### src/rtl/instr_encoder.sv
// MIPS instruction encoder and instruction-memory loader: packs field-level requests
// into 32-bit words, buffers them in a FIFO and writes them from a programmable base.
// Define INSTR_ENC_CHECK_EN to drop illegal requests (kind 7) and flag them on err.
module instr_encoder #(
  parameter int AW         = 10,
  parameter int FIFO_DEPTH = 4
) (
  input  logic          clk,
  input  logic          rst_n,
  input  logic          start,
  input  logic [AW-1:0] base_addr,
  input  logic [AW:0]   length,
  input  logic          abort,
  input  logic          req_valid,
  output logic          req_ready,
  input  logic [2:0]    req_kind,
  input  logic [4:0]    req_rs,
  input  logic [4:0]    req_rt,
  input  logic [4:0]    req_rd,
  input  logic [4:0]    req_shamt,
  input  logic [5:0]    req_funct,
  input  logic [15:0]   req_imm,
  input  logic [25:0]   req_target,
  output logic          im_we,
  input  logic          im_ready,
  output logic [AW-1:0] im_addr,
  output logic [31:0]   im_wd,
  output logic          busy,
  output logic          done,
  output logic          err
);

  localparam int PW = $clog2(FIFO_DEPTH);
  localparam int CW = PW + 1;
  localparam int LW = AW + 1;

  typedef enum logic [1:0] {IDLE, LOAD, DONE} state_t;

  state_t        state_q, state_d;
  logic [LW-1:0] acc_q, acc_d;
  logic [LW-1:0] wr_q, wr_d;
  logic [LW-1:0] len_q, len_d;
  logic [AW-1:0] addr_q, addr_d;
  logic [PW-1:0] rd_ptr_q, rd_ptr_d;
  logic [PW-1:0] wr_ptr_q, wr_ptr_d;
  logic [CW-1:0] cnt_q, cnt_d;
  logic [31:0]   mem_q [FIFO_DEPTH];
  logic [31:0]   mem_d [FIFO_DEPTH];
  logic [31:0]   enc_word;
  logic          fifo_full, fifo_empty;
  logic          accept, push, pop;

  always_comb begin
    enc_word = '0;
    case (req_kind)
      3'd0: enc_word = {6'h00, req_rs, req_rt, req_rd, req_shamt, req_funct};
      3'd1: enc_word = {6'h08, req_rs, req_rt, req_imm};
      3'd2: enc_word = {6'h04, req_rs, req_rt, req_imm};
      3'd3: enc_word = {6'h02, req_target};
      3'd4: enc_word = {6'h03, req_target};
      3'd5: enc_word = {6'h2B, req_rs, req_rt, req_imm};
      3'd6: enc_word = {6'h23, req_rs, req_rt, req_imm};
      default: enc_word = '0;
    endcase
  end

  assign fifo_full  = (cnt_q == CW'(FIFO_DEPTH));
  assign fifo_empty = (cnt_q == '0);
  assign req_ready  = (state_q == LOAD) && !fifo_full && (acc_q < len_q);
  assign im_we      = (state_q == LOAD) && !fifo_empty;
  assign im_addr    = addr_q;
  assign im_wd      = im_we ? mem_q[rd_ptr_q] : '0;
  assign busy       = (state_q == LOAD);
  assign done       = (state_q == DONE);
  assign accept     = req_valid && req_ready;
  assign pop        = im_we && im_ready;

`ifdef INSTR_ENC_CHECK_EN
  logic err_q, err_d;
  assign push = accept && (req_kind != 3'd7);
  assign err  = err_q;
`else
  assign push = accept;
  assign err  = 1'b0;
`endif

  always_comb begin
    state_d  = state_q;
    acc_d    = acc_q;
    wr_d     = wr_q;
    len_d    = len_q;
    addr_d   = addr_q;
    rd_ptr_d = rd_ptr_q;
    wr_ptr_d = wr_ptr_q;
    cnt_d    = cnt_q;
    mem_d    = mem_q;
`ifdef INSTR_ENC_CHECK_EN
    err_d    = err_q;
    if (accept && (req_kind == 3'd7)) err_d = 1'b1;
`endif

    if (push) begin
      mem_d[wr_ptr_q] = enc_word;
      wr_ptr_d        = wr_ptr_q + PW'(1);
      acc_d           = acc_q + LW'(1);
    end
    if (pop) begin
      rd_ptr_d = rd_ptr_q + PW'(1);
      addr_d   = addr_q + AW'(1);
      wr_d     = wr_q + LW'(1);
      if ((wr_q + LW'(1)) == len_q) state_d = DONE;
    end
    case ({push, pop})
      2'b10:   cnt_d = cnt_q + CW'(1);
      2'b01:   cnt_d = cnt_q - CW'(1);
      default: cnt_d = cnt_q;
    endcase

    // A new session can only begin from IDLE or DONE; abort below overrides it.
    if (start && (state_q != LOAD)) begin
      acc_d    = '0;
      wr_d     = '0;
      len_d    = length;
      addr_d   = base_addr;
      rd_ptr_d = '0;
      wr_ptr_d = '0;
      cnt_d    = '0;
      state_d  = (length == '0) ? DONE : LOAD;
`ifdef INSTR_ENC_CHECK_EN
      err_d    = 1'b0;
`endif
    end

    if (abort) begin
      acc_d    = '0;
      wr_d     = '0;
      rd_ptr_d = '0;
      wr_ptr_d = '0;
      cnt_d    = '0;
      state_d  = IDLE;
    end
  end

  always_ff @(posedge clk or negedge rst_n) begin
    if (!rst_n) begin
      state_q  <= IDLE;
      acc_q    <= '0;
      wr_q     <= '0;
      len_q    <= '0;
      addr_q   <= '0;
      rd_ptr_q <= '0;
      wr_ptr_q <= '0;
      cnt_q    <= '0;
      mem_q    <= '{default: '0};
`ifdef INSTR_ENC_CHECK_EN
      err_q    <= 1'b0;
`endif
    end else begin
      state_q  <= state_d;
      acc_q    <= acc_d;
      wr_q     <= wr_d;
      len_q    <= len_d;
      addr_q   <= addr_d;
      rd_ptr_q <= rd_ptr_d;
      wr_ptr_q <= wr_ptr_d;
      cnt_q    <= cnt_d;
      mem_q    <= mem_d;
`ifdef INSTR_ENC_CHECK_EN
      err_q    <= err_d;
`endif
    end
  end

endmodule

### config.mk
export PLATFORM = sky130hd
export DESIGN_NAME = instr_encoder
export DESIGN_NICKNAME = d
export VERILOG_FILES = /design/src/rtl/instr_encoder.sv
export SDC_FILE = /design/constraint.sdc
export NUM_CORES = 1
export LEC_CHECK = 0
export CAP_MARGIN = 20
export CORE_ASPECT_RATIO = 1.75
export CORE_MARGIN = 2
export CORE_UTILIZATION = 50
export CTS_CLUSTER_DIAMETER = 100
export DETAILED_ROUTE_END_ITERATION = 10
export GPL_TIMING_DRIVEN = 0
export PLACE_DENSITY = 0.71
export SKIP_CTS_REPAIR_TIMING = 1
export SLEW_MARGIN = 20
export SYNTH_ARGS = -nofsm -noshare
export SYNTH_HDL_FRONTEND = slang
export SYNTH_SLANG_ARGS = --single-unit
export TNS_END_PERCENT = 50
### constraint.sdc
create_clock -name clk -period 3.7 [get_ports clk]
set_input_delay 1.11 -clock clk [delete_from_list [all_inputs] [get_ports clk]]
set_output_delay 1.11 -clock clk [all_outputs]
set_load 0.01 [all_outputs]
==> results.ini, run 1 <==
[outcome]
outcome = complete, no violations

[grt]
first_global_vias = 8431
antenna_found_initial = 0
gr-total-overflow = 0
grt_start_max_net_pins = 91
global_route_wire_length_before_repair_um = 43400
gr-usage-all-layers_pct = 28.5

[sta]
report.final.setup_viol = 0
rsz0062_at_grt = no
worstMarginPinSlew_ns = 0.756
fmax_mhz = 277
timing.hold.ws_ns = 0.478
timing.final.hold_violations = 0
setup_tns_final_ns = 0
slew-limit-headroom_pct = 49.4
finalMaxSlewViolations = 0
final.period_utilization_pct = 97.6
final.min_clock_period_ns = 3.61
finClkSkew_ns = 0.0123

[detailed_routing]
firstDrtPassIters = 5
routed-via-count = 8114
drt-wirelength-per-cell_um = 19.7
drt-vias-per-instance = 5.85
totalWireLength_um = 27300
remaining_drc_errors = 0
antenna_violating_nets_remaining = 0
drtIter0Drc = 485

[logic_synthesis]
yosys_warnings = 0
ys_seq_elements = 176
yosys.area.top_type_share_pct = 47.3
post_synth_inst_count = 974
asyncSetResetFlopFracSynth_pct = 100
yosys-top-cells-area = sky130_fd_sc_hd__dfrtp_1 (47%), sky130_fd_sc_hd__o21ai_0 (8.0%), sky130_fd_sc_hd__mux4_2 (7.5%), sky130_fd_sc_hd__nand2_1 (7.0%), sky130_fd_sc_hd__a22oi_1 (3.4%)
yosys-top-cells-count = sky130_fd_sc_hd__dfrtp_1 (176), sky130_fd_sc_hd__nand2_1 (174), sky130_fd_sc_hd__o21ai_0 (149)
post_synth_edffs = 0
synth_sequential_area_ratio_pct = 47.3
yosysUniqueCellTypes = 57
syn-mean-instance-area_um2 = 9.56
yosysTopAreaCell = sky130_fd_sc_hd__dfrtp_1
synth_area_mm2 = 0.00931
synth_flop_cell = sky130_fd_sc_hd__dfrtp_1
leading_cell_type_by_number_of_instances_after_synthesis = sky130_fd_sc_hd__dfrtp_1

[cells_and_area]
final_core_util_pct = 63.6
layout-drive-gt1-share_pct = 7.40
layout-area-overhead-vs-synth_pct = 25.7
nets = 1251
antennaDiodeCount = 0
fillers = 1600

[power_and_ir_drop]
pwr_density_cell_mw_per_mm2 = 426
vdd_ir_drop_max_v = 0.000334
power.leakage_nw = 4.92

[worst_setup_path]
worstPathRequired_ns = 2.59
worstPathArrival_ns = 2.50
timing.critical_path.from_type = register
worst-path-max-fanout = 10
cp-end-kind = primary output
critical_path_class = register to primary output

[worst_hold_path]
hold_path.class = register to register

[clock_network]
cts_made_buffers = 17
clkSinkCount = 176
worst_skew_pair.late_latency_ns = 0.43
clk_slew_on_worst_s_h_paths_ns = 0.07
htreeDepth = 4
cts_tree = yes
clock_tree.buffer_depth = 2
cts_root_buffer = sky130_fd_sc_hd__clkbuf_16

[floorplan]
die_w_um = 107
num_io_pins = 145
die_area_mm2 = 0.0198
core_area_mm2 = 0.0184
chipHeight_um = 185
rows = 66
initial_core_utilization_pct = 50.6

[place]
place.gp.congestion = 0.860
place.detailed.hpwl_um = 19600
io_buffers = 142

[flow_run]
number_of_max_capacitance_violations_reported = 0

cell usage in the layout, fill, tap and decap left out, types with 5 or more instances in the layout:
cell type | netlist | final
sky130_fd_sc_hd__clkbuf_1 | 64 | 57
sky130_fd_sc_hd__o21ai_0 | 149 | 149
sky130_fd_sc_hd__clkbuf_16 | 0 | 17
sky130_fd_sc_hd__o22ai_1 | 26 | 26
sky130_fd_sc_hd__nor2b_1 | 14 | 14
sky130_fd_sc_hd__mux4_2 | 31 | 31
sky130_fd_sc_hd__nand4_1 | 9 | 9
sky130_fd_sc_hd__clkbuf_2 | 0 | 6
sky130_fd_sc_hd__nand2b_1 | 5 | 5
sky130_fd_sc_hd__and3_1 | 38 | 38
sky130_fd_sc_hd__xor2_1 | 15 | 15
sky130_fd_sc_hd__clkinvlp_4 | 0 | 5
sky130_fd_sc_hd__ha_1 | 17 | 17
sky130_fd_sc_hd__o211ai_1 | 5 | 5
sky130_fd_sc_hd__a21oi_1 | 47 | 47
sky130_fd_sc_hd__and2_1 | 9 | 9
sky130_fd_sc_hd__nor3_1 | 6 | 6
sky130_fd_sc_hd__xnor2_1 | 23 | 23
sky130_fd_sc_hd__a22oi_1 | 42 | 42
sky130_fd_sc_hd__nand3_1 | 9 | 9
sky130_fd_sc_hd__nand2_1 | 174 | 174
sky130_fd_sc_hd__clkdlybuf4s50_1 | 0 | 140
sky130_fd_sc_hd__mux2i_1 | 5 | 5
sky130_fd_sc_hd__dfrtp_1 | 176 | 175
sky130_fd_sc_hd__inv_1 | 18 | 17
sky130_fd_sc_hd__nor2_1 | 34 | 34
sequential cells by signal, indices dropped and copies added (netlist names):
register  flops
wr_ptr_q      2
im_addr      10
rd_ptr_q      2
acc_q        11
len_q        11
wr_q         11
cnt_q         3
state_q       2
mem_q       124
per-layer routing:
layer / global-route usage (%) / up-vias / routed length [µm]
met5: 0 / - / 0
met1: 32.1 / 3960 / 10100
met3: 4.35 / 62 / 1220
li1: - / 3808 / -
met2: 52.3 / 284 / 15000
met4: 12.6 / 0 / 922
cell families (layout without fill, tap and decap cells):
family / count (synthesis) / after routing / synth area share [%]
flops: 176 / 176 / 47.3
compound gates: 299 / 299 / 19.1
simple gates: 315 / 315 / 15.6
other cells: 1 / 2 / 0.0403
buf+inv: 91 / 264 / 3.82
fa+ha+maj: 18 / 18 / 2.50
mux: 36 / 36 / 8.04
xor+xnor: 38 / 38 / 3.58
power by group:
group | internal, mW | switching (mW)
combinational | 0.405 | 0.447
clock | 1.09 | 0.807
sequential | 2.11 | 0.119
cell type report:
| type | instances | area, µm² | share of cell area, % |
|---|---|---|---|
| buffer | 71 | 297 | 2.53 |
| multi-input combinational | 708 | 4560 | 38.9 |
| tap | 238 | 298 | 2.54 |
| clock inverter | 14 | 179 | 1.53 |
| clock buffer | 18 | 439 | 3.75 |
| timing repair buffer | 143 | 1460 | 12.4 |
| sequential | 176 | 4410 | 37.6 |
| inverter | 18 | 71.3 | 0.609 |
critical path, cell delays in order, from the launching register on:
cell                              delay (ns)
sky130_fd_sc_hd__dfrtp_2                0.47
sky130_fd_sc_hd__clkbuf_4               0.32
sky130_fd_sc_hd__mux4_2                 0.60
sky130_fd_sc_hd__and3_1                 0.21
sky130_fd_sc_hd__clkdlybuf4s50_1        0.47
per-stage QoR:
step	instances	setup WS (ns)	area, µm²	total power [mW]
2_1_floorplan	975	0.749	9310	2.71
3_3_place_gp	1355	-5.81	11000	3.08
3_5_place_dp	1356	-0.0843	11100	3.11
4_1_cts	1388	-0.544	11700	5.00
5_1_grt	1386	0.00507	11700	5.19
6_report	1386	0.0888	11700	4.98
path summary, 6_finish.rpt:
path / start / endpoint / slack (ns) / depth (start not counted)
setup / recovery: rd_ptr_q[0]$_DFFE_PN0P_ / im_wd[8] / 0.09 / 4
max in group asynchronous: rst_n / mem_q[38]$_DFFE_PN0P_ / 2.14 / 2
hold reg to reg: mem_q[50]$_DFFE_PN0P_ / mem_q[50]$_DFFE_PN0P_ / 0.48 / 2
min in group asynchronous: rst_n / cnt_q[1]$_DFFE_PN0P_ / 0.66 / 1
hold / removal: mem_q[50]$_DFFE_PN0P_ / mem_q[50]$_DFFE_PN0P_ / 0.48 / 2
setup reg to reg: len_q[8]$_DFFE_PN0P_ / mem_q[3]$_DFFE_PN0P_ / 0.68 / 10
Note: power is estimated with default switching activity, not from simulation.
==> run 2, diff against run 1 <==
--- a/config.mk
+++ b/config.mk
@@ -9,9 +9,11 @@
 export CORE_ASPECT_RATIO = 1.75
 export CORE_MARGIN = 2
 export CORE_UTILIZATION = 50
+export CTS_BUF_LIST = sky130_fd_sc_hd__clkbuf_8 sky130_fd_sc_hd__clkbuf_16
 export CTS_CLUSTER_DIAMETER = 100
 export DETAILED_ROUTE_END_ITERATION = 10
 export GPL_TIMING_DRIVEN = 0
+export HOLD_SLACK_MARGIN = 0.03
 export PLACE_DENSITY = 0.71
 export SKIP_CTS_REPAIR_TIMING = 1
 export SLEW_MARGIN = 20
==> results of run 2 <==
Same layout as run 1: the final DEF is identical, and so are final timing and power.
